<file path="config.mk">
export PLATFORM = sky130hd
export DESIGN_NAME = rr_arbiter8
export DESIGN_NICKNAME = d
export VERILOG_FILES = /design/src/rtl/arb_pkg.sv /design/src/rtl/rr_pick8.sv /design/src/rtl/rr_arbiter8.sv
export SDC_FILE = /design/constraint.sdc
export NUM_CORES = 1
export LEC_CHECK = 0
export ABC_AREA = 1
export BUFFER_PORTS_ARGS = -buffer_cell sky130_fd_sc_hd__buf_4
export CAP_MARGIN = 10
export CORE_ASPECT_RATIO = 1.25
export CORE_MARGIN = 2
export CORE_UTILIZATION = 49
export CTS_CLUSTER_DIAMETER = 60
export DETAILED_ROUTE_END_ITERATION = 7
export PLACE_DENSITY = 0.7
export REMOVE_ABC_BUFFERS = 1
export SLEW_MARGIN = 5
export SYNTH_ARGS = -nofsm -noshare
export SYNTH_HDL_FRONTEND = slang
export SYNTH_HIERARCHICAL = 1
export SYNTH_SLANG_ARGS = --single-unit
</file>
<file path="constraint.sdc">
create_clock -name clk -period 4.5 [get_ports clk]
set_input_delay 0.675 -clock clk [delete_from_list [all_inputs] [get_ports clk]]
set_output_delay 0.675 -clock clk [all_outputs]
set_load 0.05 [all_outputs]
</file>
<file path="src/rtl/arb_pkg.sv">
// Shared definitions for the eight-requester round-robin arbiter.
package arb_pkg;

   localparam int unsigned N_REQ            = 8;
   localparam int unsigned IDX_W            = 3;
   localparam int unsigned DEFAULT_MAX_HOLD = 16;

   typedef enum logic {
      IDLE  = 1'b0,
      GRANT = 1'b1
   } arbState_e;

   function automatic logic [N_REQ-1:0] idxToOneHot(input logic [IDX_W-1:0] idx);
      return N_REQ'(1) << idx;
   endfunction

endpackage

</file>
<file path="src/rtl/rr_pick8.sv">
// Combinational round-robin search: first set request strictly after lastIdx_i, wrapping 7 -> 0.
module rr_pick8
   import arb_pkg::*;
(
   input  logic [N_REQ-1:0] req_i,
   input  logic [IDX_W-1:0] lastIdx_i,
   output logic [IDX_W-1:0] pickIdx_o,
   output logic             pickValid_o
);

   logic [IDX_W-1:0]   startIdx;
   logic [2*N_REQ-1:0] reqDouble;
   logic [N_REQ-1:0]   reqRot;
   logic [IDX_W-1:0]   offset;

   // Rotate so the search start lands on bit 0, priority-encode, then rotate the index back.
   always_comb begin
      startIdx  = lastIdx_i + IDX_W'(1);
      reqDouble = {req_i, req_i};
      reqRot    = N_REQ'(reqDouble >> startIdx);
      offset    = '0;
      for (int i = N_REQ - 1; i >= 0; i--) begin
         if (reqRot[i]) begin
            offset = IDX_W'(i);
         end
      end
      pickIdx_o   = startIdx + offset;
      pickValid_o = |req_i;
   end

endmodule

</file>
<file path="src/rtl/rr_arbiter8.sv">
// Eight-requester round-robin arbiter with hold-until-release grants and a MAX_HOLD timeout.
module rr_arbiter8
   import arb_pkg::*;
#(
   parameter int unsigned MAX_HOLD = DEFAULT_MAX_HOLD,
   parameter int unsigned CNT_W    = 8
) (
   input  logic             clk,
   input  logic             rst_n,
   input  logic [N_REQ-1:0] req_i,
   input  logic             release_i,
   output logic [N_REQ-1:0] gnt_o,
   output logic [IDX_W-1:0] gntIdx_o,
   output logic             gntValid_o,
   output logic             timeout_o
);

   arbState_e        state_q,    state_d;
   logic [IDX_W-1:0] lastIdx_q,  lastIdx_d;
   logic [CNT_W-1:0] holdCnt_q,  holdCnt_d;
   logic [IDX_W-1:0] gntIdx_q,   gntIdx_d;
   logic             gntValid_q, gntValid_d;
   logic [N_REQ-1:0] gnt_q,      gnt_d;
   logic             timeout_q,  timeout_d;

   logic [IDX_W-1:0] pickIdx;
   logic             pickValid;
   logic             ownerReq;
   logic             holdExpired;

   rr_pick8 uPick (
      .req_i       (req_i),
      .lastIdx_i   (lastIdx_q),
      .pickIdx_o   (pickIdx),
      .pickValid_o (pickValid)
   );

   assign ownerReq    = req_i[gntIdx_q];
   assign holdExpired = (holdCnt_q == CNT_W'(MAX_HOLD));

   // Every exit from GRANT passes through IDLE, which gives the one-cycle bus turnaround.
   always_comb begin
      state_d    = state_q;
      lastIdx_d  = lastIdx_q;
      holdCnt_d  = holdCnt_q;
      gntIdx_d   = gntIdx_q;
      gntValid_d = gntValid_q;
      timeout_d  = 1'b0;
      unique case (state_q)
         IDLE: begin
            if (pickValid) begin
               state_d    = GRANT;
               gntIdx_d   = pickIdx;
               gntValid_d = 1'b1;
               lastIdx_d  = pickIdx;
               holdCnt_d  = CNT_W'(1);
            end
         end
         GRANT: begin
            if (release_i || !ownerReq || holdExpired) begin
               state_d    = IDLE;
               gntIdx_d   = '0;
               gntValid_d = 1'b0;
               holdCnt_d  = '0;
               timeout_d  = holdExpired && !release_i;
            end else begin
               holdCnt_d  = holdCnt_q + CNT_W'(1);
            end
         end
         default: begin
            state_d = IDLE;
         end
      endcase
      gnt_d = gntValid_d ? idxToOneHot(gntIdx_d) : '0;
   end

   always_ff @(posedge clk or negedge rst_n) begin
      if (!rst_n) begin
         state_q    <= IDLE;
         lastIdx_q  <= IDX_W'(N_REQ - 1);
         holdCnt_q  <= '0;
         gntIdx_q   <= '0;
         gntValid_q <= 1'b0;
         gnt_q      <= '0;
         timeout_q  <= 1'b0;
      end else begin
         state_q    <= state_d;
         lastIdx_q  <= lastIdx_d;
         holdCnt_q  <= holdCnt_d;
         gntIdx_q   <= gntIdx_d;
         gntValid_q <= gntValid_d;
         gnt_q      <= gnt_d;
         timeout_q  <= timeout_d;
      end
   end

   assign gnt_o      = gnt_q;
   assign gntIdx_o   = gntIdx_q;
   assign gntValid_o = gntValid_q;
   assign timeout_o  = timeout_q;

endmodule

</file>
==> impl_metrics.yaml, run 1 <==
detailed_routing:
  drc: 0
  wl_mm: 3.93
  drt-initial-drc-count: 66
  dr.pass1.iters: 4
  routed-via-count: 1587
  met1_length_mm: 1.55
  wl_met3_um: 78
  ant_nets: 0
  wl_per_cell_um: 12.9
  routed-wl-met2_mm: 2.22
  dr.max_layer_used: "met4"
  viasPerCell: 5.22
setup_path:
  reg2reg_slack_ns: 0.80
  crit_fanout: 11
  worstPathRequired_ns: 4.71
  reg2reg_depth: 22
  endpoint_kind: "flip-flop"
  critPathKind: "reg2reg"
  r2r_end: "gnt_o[3]"
  rr_startpoint: "lastIdx_q[0]"
  arrival_ns: 3.91
  cp-start-kind: "flip-flop"
yosys:
  synth_mux_area_share_pct: 0
  syn_avg_cell_area_um2: 7.36
  synth_compound_area_share_pct: 5.76
  yosys_most_used_dff: "dfrtp_1"
  yosysSeqAreaShare_pct: 35.3
  yosysWarnings: 6
  async_flop_share_pct: 100
  synth_cell_types: 35
  synth_fa_ha_area_share_pct: 3.94
  synth_top_family_by_area: "simple AND/OR/NAND/NOR gates"
  syn_area_um2: 1780
  netlist_instances: 242
  ys_ff_latch: 25
  synth_edf_count: 0
  synthSimpleGateAreaFrac_pct: 42.4
  synth_xor_area_share_pct: 3.87
timing:
  finalSetupViolCount: 0
  final_hold_viol_count: 0
  worst_pin_slew_ns: 0.421
  relSlewSlack_pct: 72.0
  rsz0062_at_grt: "no"
  finalCritPeriodShare_pct: 82.1
  fin_worst_skew_ns: 0.00607
  post-route-min-period_ns: 3.70
  fmax_ghz: 0.271
  final_max_slew_viol_count: 0
  tns_ns: 0
cts:
  cts_buffer_depth: 2
  numCtsBuffers: 3
  tritoncts: "done"
  postCtsSetupBuffers: 0
  cts_resized: 0
  clk_latency_ns: 0.28
  postCtsHoldBufs: 0
  cts_num_sinks: 25
  htreeDepth: 1
  clkSlewWorstSetupHoldPaths_ns: 0.09
  cts_root_buffer: "clkbuf_8"
global_route:
  grt-ovfl-total: 0
  grt.total_usage_pct: 22.0
  grt_pass1_wl_mm: 7.04
  grt_max_degree: 26
  grt_pass1_vias: 1674
  antenna_found_initial: 0
job:
  cap_violations: 0
floorplanning:
  die_w_um: 57.9
  die_h_um: 71.4
  initial_utilization_pct: 51.1
  pin_count: 24
  core_um2: 3480
  die_area_um2: 4130
  core.rowCount: 24
finish:
  final_common_cell: "nand2_1"
  nFillCells: 338
  area_growth_pct: 12.7
  num_antenna_cells: 0
  multiInputGateArea_um2: 996
  final_nets: 282
  layout-drive-gt1-share_pct: 26.8
  register_area_um2: 629
  final_cell_mix: "nand2_1, nand3_1, buf_4"
worst_hold_path:
  hold_path.class: "in2async"
outcome:
  status: "completed"
place:
  gp_congestion: 0.859
  port_buffers: 23
  dp_hpwl_mm: 3.20
==> layout make-up <==
type | count | share of cell area, %
multi-input combinational | 186 | 49.6
sequential | 25 | 31.4
timing repair buffer | 23 | 8.60
inverter | 27 | 5.55
tap | 39 | 2.43
clock buffer | 3 | 2.06
clock inverter | 1 | 0.374
==> worst max-delay path by stage <==
stage	start	end	slack, ns	cells after the start
after detailed placement	lastIdx_q[0]	gnt_o[3]	0.78	22
final	lastIdx_q[0]	gnt_o[3]	0.80	22
after global placement	lastIdx_q[0]	gnt_o[3]	0.86	22
after CTS	lastIdx_q[0]	gnt_o[3]	0.78	22
after global routing	lastIdx_q[0]	gnt_o[0]	0.45	22
after floorplan	lastIdx_q[0]	gnt_o[1]	1.18	21
==> per-stage QoR <==
| stage | util (%) | cells | hold slack (ns) | cell area (um^2) | setup WS [ns] |
|---|---|---|---|---|---|
| final | 57.6 | 304 | 0.284 | 2010 | 0.805 |
| after global routing | 57.6 | 304 | 0.301 | 2010 | 0.447 |
| after CTS | 57.6 | 304 | 0.288 | 2010 | 0.784 |
| after detailed placement | 56.2 | 300 | 0.483 | 1960 | 0.784 |
| after global placement | 56.2 | 300 | 0.469 | 1960 | 0.865 |
| after floorplan | - | 238 | 0.379 | 1740 | 1.18 |
==> Yosys cell counts, types with 2 or more instances <==
master	count	share of area (%)
dfrtp_1	22	31
inv_1	19	4.0
nand2_1	73	15
o22ai_1	3	1.1
a21oi_2	2	0.98
buf_6	2	1.3
nor4_1	3	1.1
ha_1	4	2.8
o21a_1	2	0.84
xor2_1	5	2.5
o21ai_0	5	1.4
nand3_1	29	8.2
nand2_2	19	6.7
dfstp_2	3	4.4
inv_2	6	1.3
nand3_2	2	1.1
nor2_1	22	4.6
a21oi_1	2	0.56
nor2_4	3	1.9
==> critical path, cell delays in order (launching register included) <==
cell	delay (ns)
dfstp_2	0.68
ha_1	0.45
inv_2	0.15
nand3_1	0.13
nand2_1	0.09
nand2_1	0.11
nand2_1	0.06
nand2_1	0.05
nand2_1	0.04
nand2_1	0.05
nand2_1	0.04
nand2_1	0.06
a21oi_2	0.05
ha_1	0.18
fa_1	0.38
xnor2_1	0.26
xnor2_2	0.12
nand2_1	0.07
o21ai_0	0.10
or2_2	0.29
nand2_1	0.10
nand2_2	0.07
nor2_1	0.09
==> cell families after synthesis <==
| logic type | Yosys count |
|---|---|
| DFF | 25 |
| AOI/OAI and AO/OA | 16 |
| buffers and inverters | 31 |
| and+or+nand+nor | 158 |
| adders and majority gates | 5 |
| xor gates and xnor gates | 7 |
==> layer usage <==
layer | up-vias | track usage, %
li1 | 811 | -
met1 | 748 | 24.4
met2 | 21 | 42.3
met3 | 7 | 1.26
met4 | 0 | 9.30
met5 | - | 0
==> registers in the layout, indices dropped and copies added, names as in the netlist <==
name        flops
timeout_o       1
lastIdx_q       3
gntIdx_o        3
state_q         1
gnt_o           8
holdCnt_q       8
gntValid_o      1
Power of run 1 is not shown: default switching activity piles up to over one toggle a cycle in this logic, so the estimate is an artifact.
==> run 2: changes to the inputs <==
==> constraint.sdc (replaced) <==
create_clock -name clk -period 3.4 [get_ports clk]
set_input_delay 0.51 -clock clk [delete_from_list [all_inputs] [get_ports clk]]
set_output_delay 0.51 -clock clk [all_outputs]
set_load 0.05 [all_outputs]
==> run 2 against run 1 <==
Utilization rose by 2.1 points; first-iteration DRC count rose by 1.5%; clock skew fell by 0.0030 ns; sequential share of layout area fell by 1.1 points; highest routed layer unchanged.
==> impl_metrics.yaml, run 2 (synthesis gave the netlist of run 1 again) <==
timing:
  post-route-min-period_ns: 3.14
  relSlewSlack_pct: 70.9
  setup_slack_ns: 0.258
  worst_pin_slew_ns: 0.437
  finalSetupViolCount: 0
  final_hold_viol_count: 0
  final_max_slew_viol_count: 0
  rsz0062_at_grt: "no"
  finalCritPeriodShare_pct: 92.4
  fin_worst_skew_ns: 0.00310
  fmax_ghz: 0.318
global_route:
  grt_pass1_wl_mm: 7.00
  grt_pass1_vias: 1640
  grt_max_degree: 26
  antenna_found_initial: 0
  grt.total_usage_pct: 21.2
  grt-ovfl-total: 0
floorplanning:
  core_um2: 3480
  initial_utilization_pct: 51.1
  core.rowCount: 24
  pin_count: 24
  die_w_um: 57.9
  die_area_um2: 4130
  die_h_um: 71.4
setup_path:
  arrival_ns: 3.36
  critPathLaunch: "lastIdx_q[0]"
  crit_fanout: 9
  reg2reg_slack_ns: 0.26
  crit_chain: "ha_4 > inv_4 > nand3_1 > nand3_1 > nand2_1 > nand2_1 > nand2_1 > nand2_1 > nand2_1 > nand2_1 > a21oi_2 > ha_1 > fa_2 > xnor2_2 > xnor2_2 > nand2_1 > o21ai_1 > or2_2 > nand2_2 > nand2_2 > nor2_1"
  rr_startpoint: "lastIdx_q[0]"
  cp-start-kind: "flip-flop"
  crit_path_frequent_cell: "nand2_1"
  crit_path_top_delay_cell: "dfstp_2"
  critPathKind: "reg2reg"
  worstPathRequired_ns: 3.61
  max_stage_delay_ns: 0.57
  endpoint_kind: "flip-flop"
detailed_routing:
  drt-initial-drc-count: 67
  ant_nets: 0
  dr.pass1.iters: 4
  viasPerCell: 5.18
  drc: 0
  wl_mm: 3.89
  routed-via-count: 1600
  wl_per_cell_um: 12.6
finish:
  nFillCells: 337
  layout-drive-gt1-share_pct: 30.0
  fin_area_um2: 2080
  final_cell_mix: "nand2_1, nand3_1, buf_4"
  final_common_cell: "nand2_1"
  area_growth_pct: 16.9
  num_antenna_cells: 0
  final_nets: 287
cts:
  htreeDepth: 1
  numCtsBuffers: 3
  cts_num_sinks: 25
  clk_latency_ns: 0.28
  postCtsSetupBuffers: 0
  postCtsHoldBufs: 0
  cts_root_buffer: "clkbuf_8"
  cts_buffer_depth: 2
  tritoncts: "done"
  clkSlewWorstSetupHoldPaths_ns: 0.09
place:
  dp_hpwl_mm: 3.10
  pre_cts_slack_ns: -0.0324
  port_buffers: 23
  place_area_um2: 2000
  gp_congestion: 0.857
outcome:
  status: "completed"
job:
  cap_violations: 0
worst_hold_path:
  hold_path.class: "in2async"
==> run 2: what timing repair did <==
action | CTS | global route
pin swaps | 0 | 1
gates resized for setup | 2 | 7
gates cloned | 0 | 0
setup endpoints to repair | 3 | 7
hold endpoints to repair | 0 | 0
==> run 2: area by class of cell <==
| class | count | area, um^2 | area share [%] |
|---|---|---|---|
| repair buffers | 28 | 214 | 10.3 |
| inverters | 27 | 114 | 5.47 |
| multi-input cells | 186 | 1030 | 49.3 |
| clock buffers | 3 | 41.3 | 1.98 |
| clock inverters | 1 | 7.51 | 0.361 |
| well taps | 39 | 48.8 | 2.35 |
| flip-flops and latches | 25 | 629 | 30.2 |
==> run 2: final timing paths <==
| kind | to | cells past startpoint |
|---|---|---|
| worst max-delay path | gnt_o[0] | 21 |
| worst min-delay path | holdCnt_q[3] | 1 |
| worst max register to register | gnt_o[0] | 21 |
| worst min register to register | lastIdx_q[2] | 2 |
| max in group asynchronous | lastIdx_q[0] | 1 |
| min in group clk | timeout_o | 2 |
==> run 2: metrics by stage <==
| step | util (%) | hold WS (ns) | setup TNS [ns] | instances |
|---|---|---|---|---|
| floorplan | - | 0.214 | 0 | 238 |
| global placement | 57.3 | 0.425 | 0 | 305 |
| detailed placement | 57.3 | 0.432 | -0.0506 | 305 |
| CTS | 59.0 | 0.128 | 0 | 309 |
| global route | 59.7 | 0.141 | 0 | 309 |
| finish | 59.7 | 0.116 | 0 | 309 |
==> run 2: worst max-delay path, delay by kind of cell, from the launching register on <==
family,cells,cell delay (ns)
AO/OA/AOI/OAI,2,0.13
XOR/XNOR,2,0.30
adder cells (fa/ha/maj),3,0.78
buffers and inverters,1,0.10
flip-flops,1,0.57
AND/OR/NAND/NOR,13,1.19
==> run 2: metal layers <==
| layer | part of all wire [%] | global-route usage [%] |
|---|---|---|
| met2 | 54 | 39.4 |
| met4 | 1.3 | 5.43 |
| met1 | 42 | 25.1 |
| met5 | 0 | 0 |
| met3 | 3.1 | 2.89 |
Power of run 2 is left out for the same reason.
==> run 3: changes to the inputs <==
--- a/config.mk
+++ b/config.mk
@@ -18,5 +18,4 @@
 export SLEW_MARGIN = 5
 export SYNTH_ARGS = -nofsm -noshare
 export SYNTH_HDL_FRONTEND = slang
-export SYNTH_HIERARCHICAL = 1
 export SYNTH_SLANG_ARGS = --single-unit
==> run 3 against run 2 <==
First-iteration DRC count grew 31%; utilization shrank 1.7 points; sequential share of layout area grew 1.4 points; die area shrank 2.8%; clock skew is essentially flat; setup slack gained 0.086 ns; global-route usage grew 0.75 points; cell area shrank 4.6%; largest cell class unchanged; highest routed layer unchanged.
==> impl_metrics.yaml, run 3 <==
outcome:
  status: "completed"
setup_path:
  rr_startpoint: "lastIdx_q[0]"
  max_stage_delay_ns: 0.54
  reg2reg_slack_ns: 0.34
  reg2reg_depth: 18
  arrival_ns: 3.26
  critPathKind: "reg2reg"
  worstPathRequired_ns: 3.61
  crit_buf_inv: 2
  crit_path_top_delay_cell: "dfstp_2"
  crit_fanout: 9
  endpoint_kind: "flip-flop"
  crit_chain: "ha_1 > clkinv_2 > nand3_1 > nand3_1 > nand2_1 > a21oi_1 > o21bai_1 > nand2_1 > nand2_1 > a21oi_1 > ha_1 > inv_1 > fa_1 > o21ai_0 > nand2_1 > nand2_1 > nand3_1 > nor2_1"
  cp_top_family: "adder cells"
  crit_path_frequent_cell: "nand2_1"
  r2r_end: "gnt_o[2]"
  cp-start-kind: "flip-flop"
finish:
  final_common_cell: "nand2_1"
  num_antenna_cells: 0
  postLayoutCoreUtil_pct: 58.0
  final_nets: 280
  area_growth_pct: 15.0
  fin_area_um2: 1990
  final_cell_mix: "nand2_1, nand3_1, buf_4"
  layout-drive-gt1-share_pct: 22.1
floorplanning:
  die_h_um: 70.4
  core_um2: 3420
  core.rowCount: 24
  pin_count: 24
  die_area_um2: 4020
  initial_utilization_pct: 50.4
  die_w_um: 57.1
yosys:
  syn_area_um2: 1730
  synth_common_cells: "nand2_1, nand3_1, dfrtp_1, inv_1, nor2_1"
  syn_avg_cell_area_um2: 7.29
  synth_top_cell_by_area: "dfrtp_1"
  ys_ff_latch: 25
  netlist_instances: 237
  async_flop_share_pct: 100
  yosysWarnings: 0
  yosys_most_used_dff: "dfrtp_1"
  synth_area_leaders: "dfrtp_1, nand2_1, nand3_1"
  synth_edf_count: 0
  synth_cell_types: 27
  synth_top_area_share_pct: 31.9
  yosysMostFrequentCell: "nand2_1"
  yosysSeqAreaShare_pct: 36.4
place:
  dp_hpwl_mm: 3.14
  place_area_um2: 1940
  port_buffers: 23
  gp_congestion: 0.892
detailed_routing:
  drt-initial-drc-count: 88
  drc: 0
  wl_per_cell_um: 13.0
  ant_nets: 0
  dr.pass1.iters: 4
  routed-via-count: 1613
  viasPerCell: 5.34
  wl_mm: 3.94
cts:
  clk_latency_ns: 0.27
  htreeDepth: 1
  tritoncts: "done"
  postCtsSetupBuffers: 0
  cts_num_sinks: 25
  numCtsBuffers: 3
  cts_root_buffer: "clkbuf_8"
  postCtsHoldBufs: 0
  clkSlewWorstSetupHoldPaths_ns: 0.09
  cts_resized: 0
  cts_buffer_depth: 2
global_route:
  grt.total_usage_pct: 21.9
  grt_pass1_wl_mm: 7.00
  grt_pass1_vias: 1582
  antenna_found_initial: 0
  grt_max_degree: 26
  grt-ovfl-total: 0
timing:
  tns_ns: 0
  finalSetupViolCount: 0
  finalCritPeriodShare_pct: 89.9
  fmax_ghz: 0.327
  fin_worst_skew_ns: 0.00340
  worst_pin_slew_ns: 0.323
  final_max_slew_viol_count: 0
  post-route-min-period_ns: 3.06
  relSlewSlack_pct: 78.5
  hold_slack_ns: 0.121
  final_hold_viol_count: 0
  rsz0062_at_grt: "no"
worst_hold_path:
  hold_path.class: "in2async"
job:
  cap_violations: 0
run 3: cell types whose count changed after synthesis, moves of 2 or more:
cell | before | now
nand2_1 | 73 | 71
nor2_1 | 22 | 16
nor3_1 | 1 | 3
nor2_4 | 3 | 1
nand3_1 | 29 | 38
a21oi_2 | 2 | 0
a21oi_1 | 2 | 7
nand3_2 | 2 | 5
inv_2 | 6 | 0
o21a_1 | 2 | 0
nand2_2 | 19 | 14
o21ai_0 | 5 | 10
nor4_1 | 3 | 1
run 3: how the worst max path moves through the flow:
| stage | start | end | depth (start not counted) | slack, ns |
|---|---|---|---|---|
| 4_1_cts | lastIdx_q[0] | gnt_o[7] | 18 | 0.37 |
| 5_1_grt | lastIdx_q[0] | gnt_o[4] | 20 | 0.02 |
| 3_5_place_dp | lastIdx_q[0] | gnt_o[3] | 19 | 0.39 |
| 6_report | lastIdx_q[0] | gnt_o[2] | 18 | 0.34 |
| 3_3_place_gp | lastIdx_q[0] | gnt_o[5] | 19 | 0.43 |
| 2_1_floorplan | lastIdx_q[0] | gnt_o[0] | 18 | 0.38 |
run 3: layout make-up:
| cell class | instances | area [um^2] |
|---|---|---|
| multi-input cells | 188 | 986 |
| inverters | 21 | 85.1 |
| clock buffers | 3 | 41.3 |
| flip-flops and latches | 25 | 629 |
| fillers | 345 | 1440 |
| well taps | 39 | 48.8 |
| repair buffers | 25 | 188 |
| clock inverters | 1 | 7.51 |
run 3: logic make-up (layout without fill, tap and decap cells):
| group | after synthesis | after routing | share of synthesized area (%) |
|---|---|---|---|
| xor+xnor | 7 | 7 | 3.55 |
| simple gates | 153 | 153 | 42.2 |
| flops | 25 | 25 | 36.4 |
| buf+inv | 24 | 50 | 6.45 |
| fa+ha+maj | 5 | 5 | 4.06 |
| compound gates | 23 | 23 | 7.32 |
run 3: layer usage:
metal  share of wire (%)  vias to the layer above  global-route usage, %
met3                 2.1                       11                   1.85
li1                    -                      822                      -
met5                   0                        -                      0
met1                  41                      756                   26.2
met4                 3.2                        0                   10.3
met2                  54                       24                   38.8
run 3: per-stage QoR:
stage               cells  setup slack (ns)
floorplan             234             0.384
global placement      298             0.434
detailed placement    298             0.393
CTS                   302             0.367
global route          302            0.0176
finish                302             0.344
Power of run 3 is left out for the same reason.
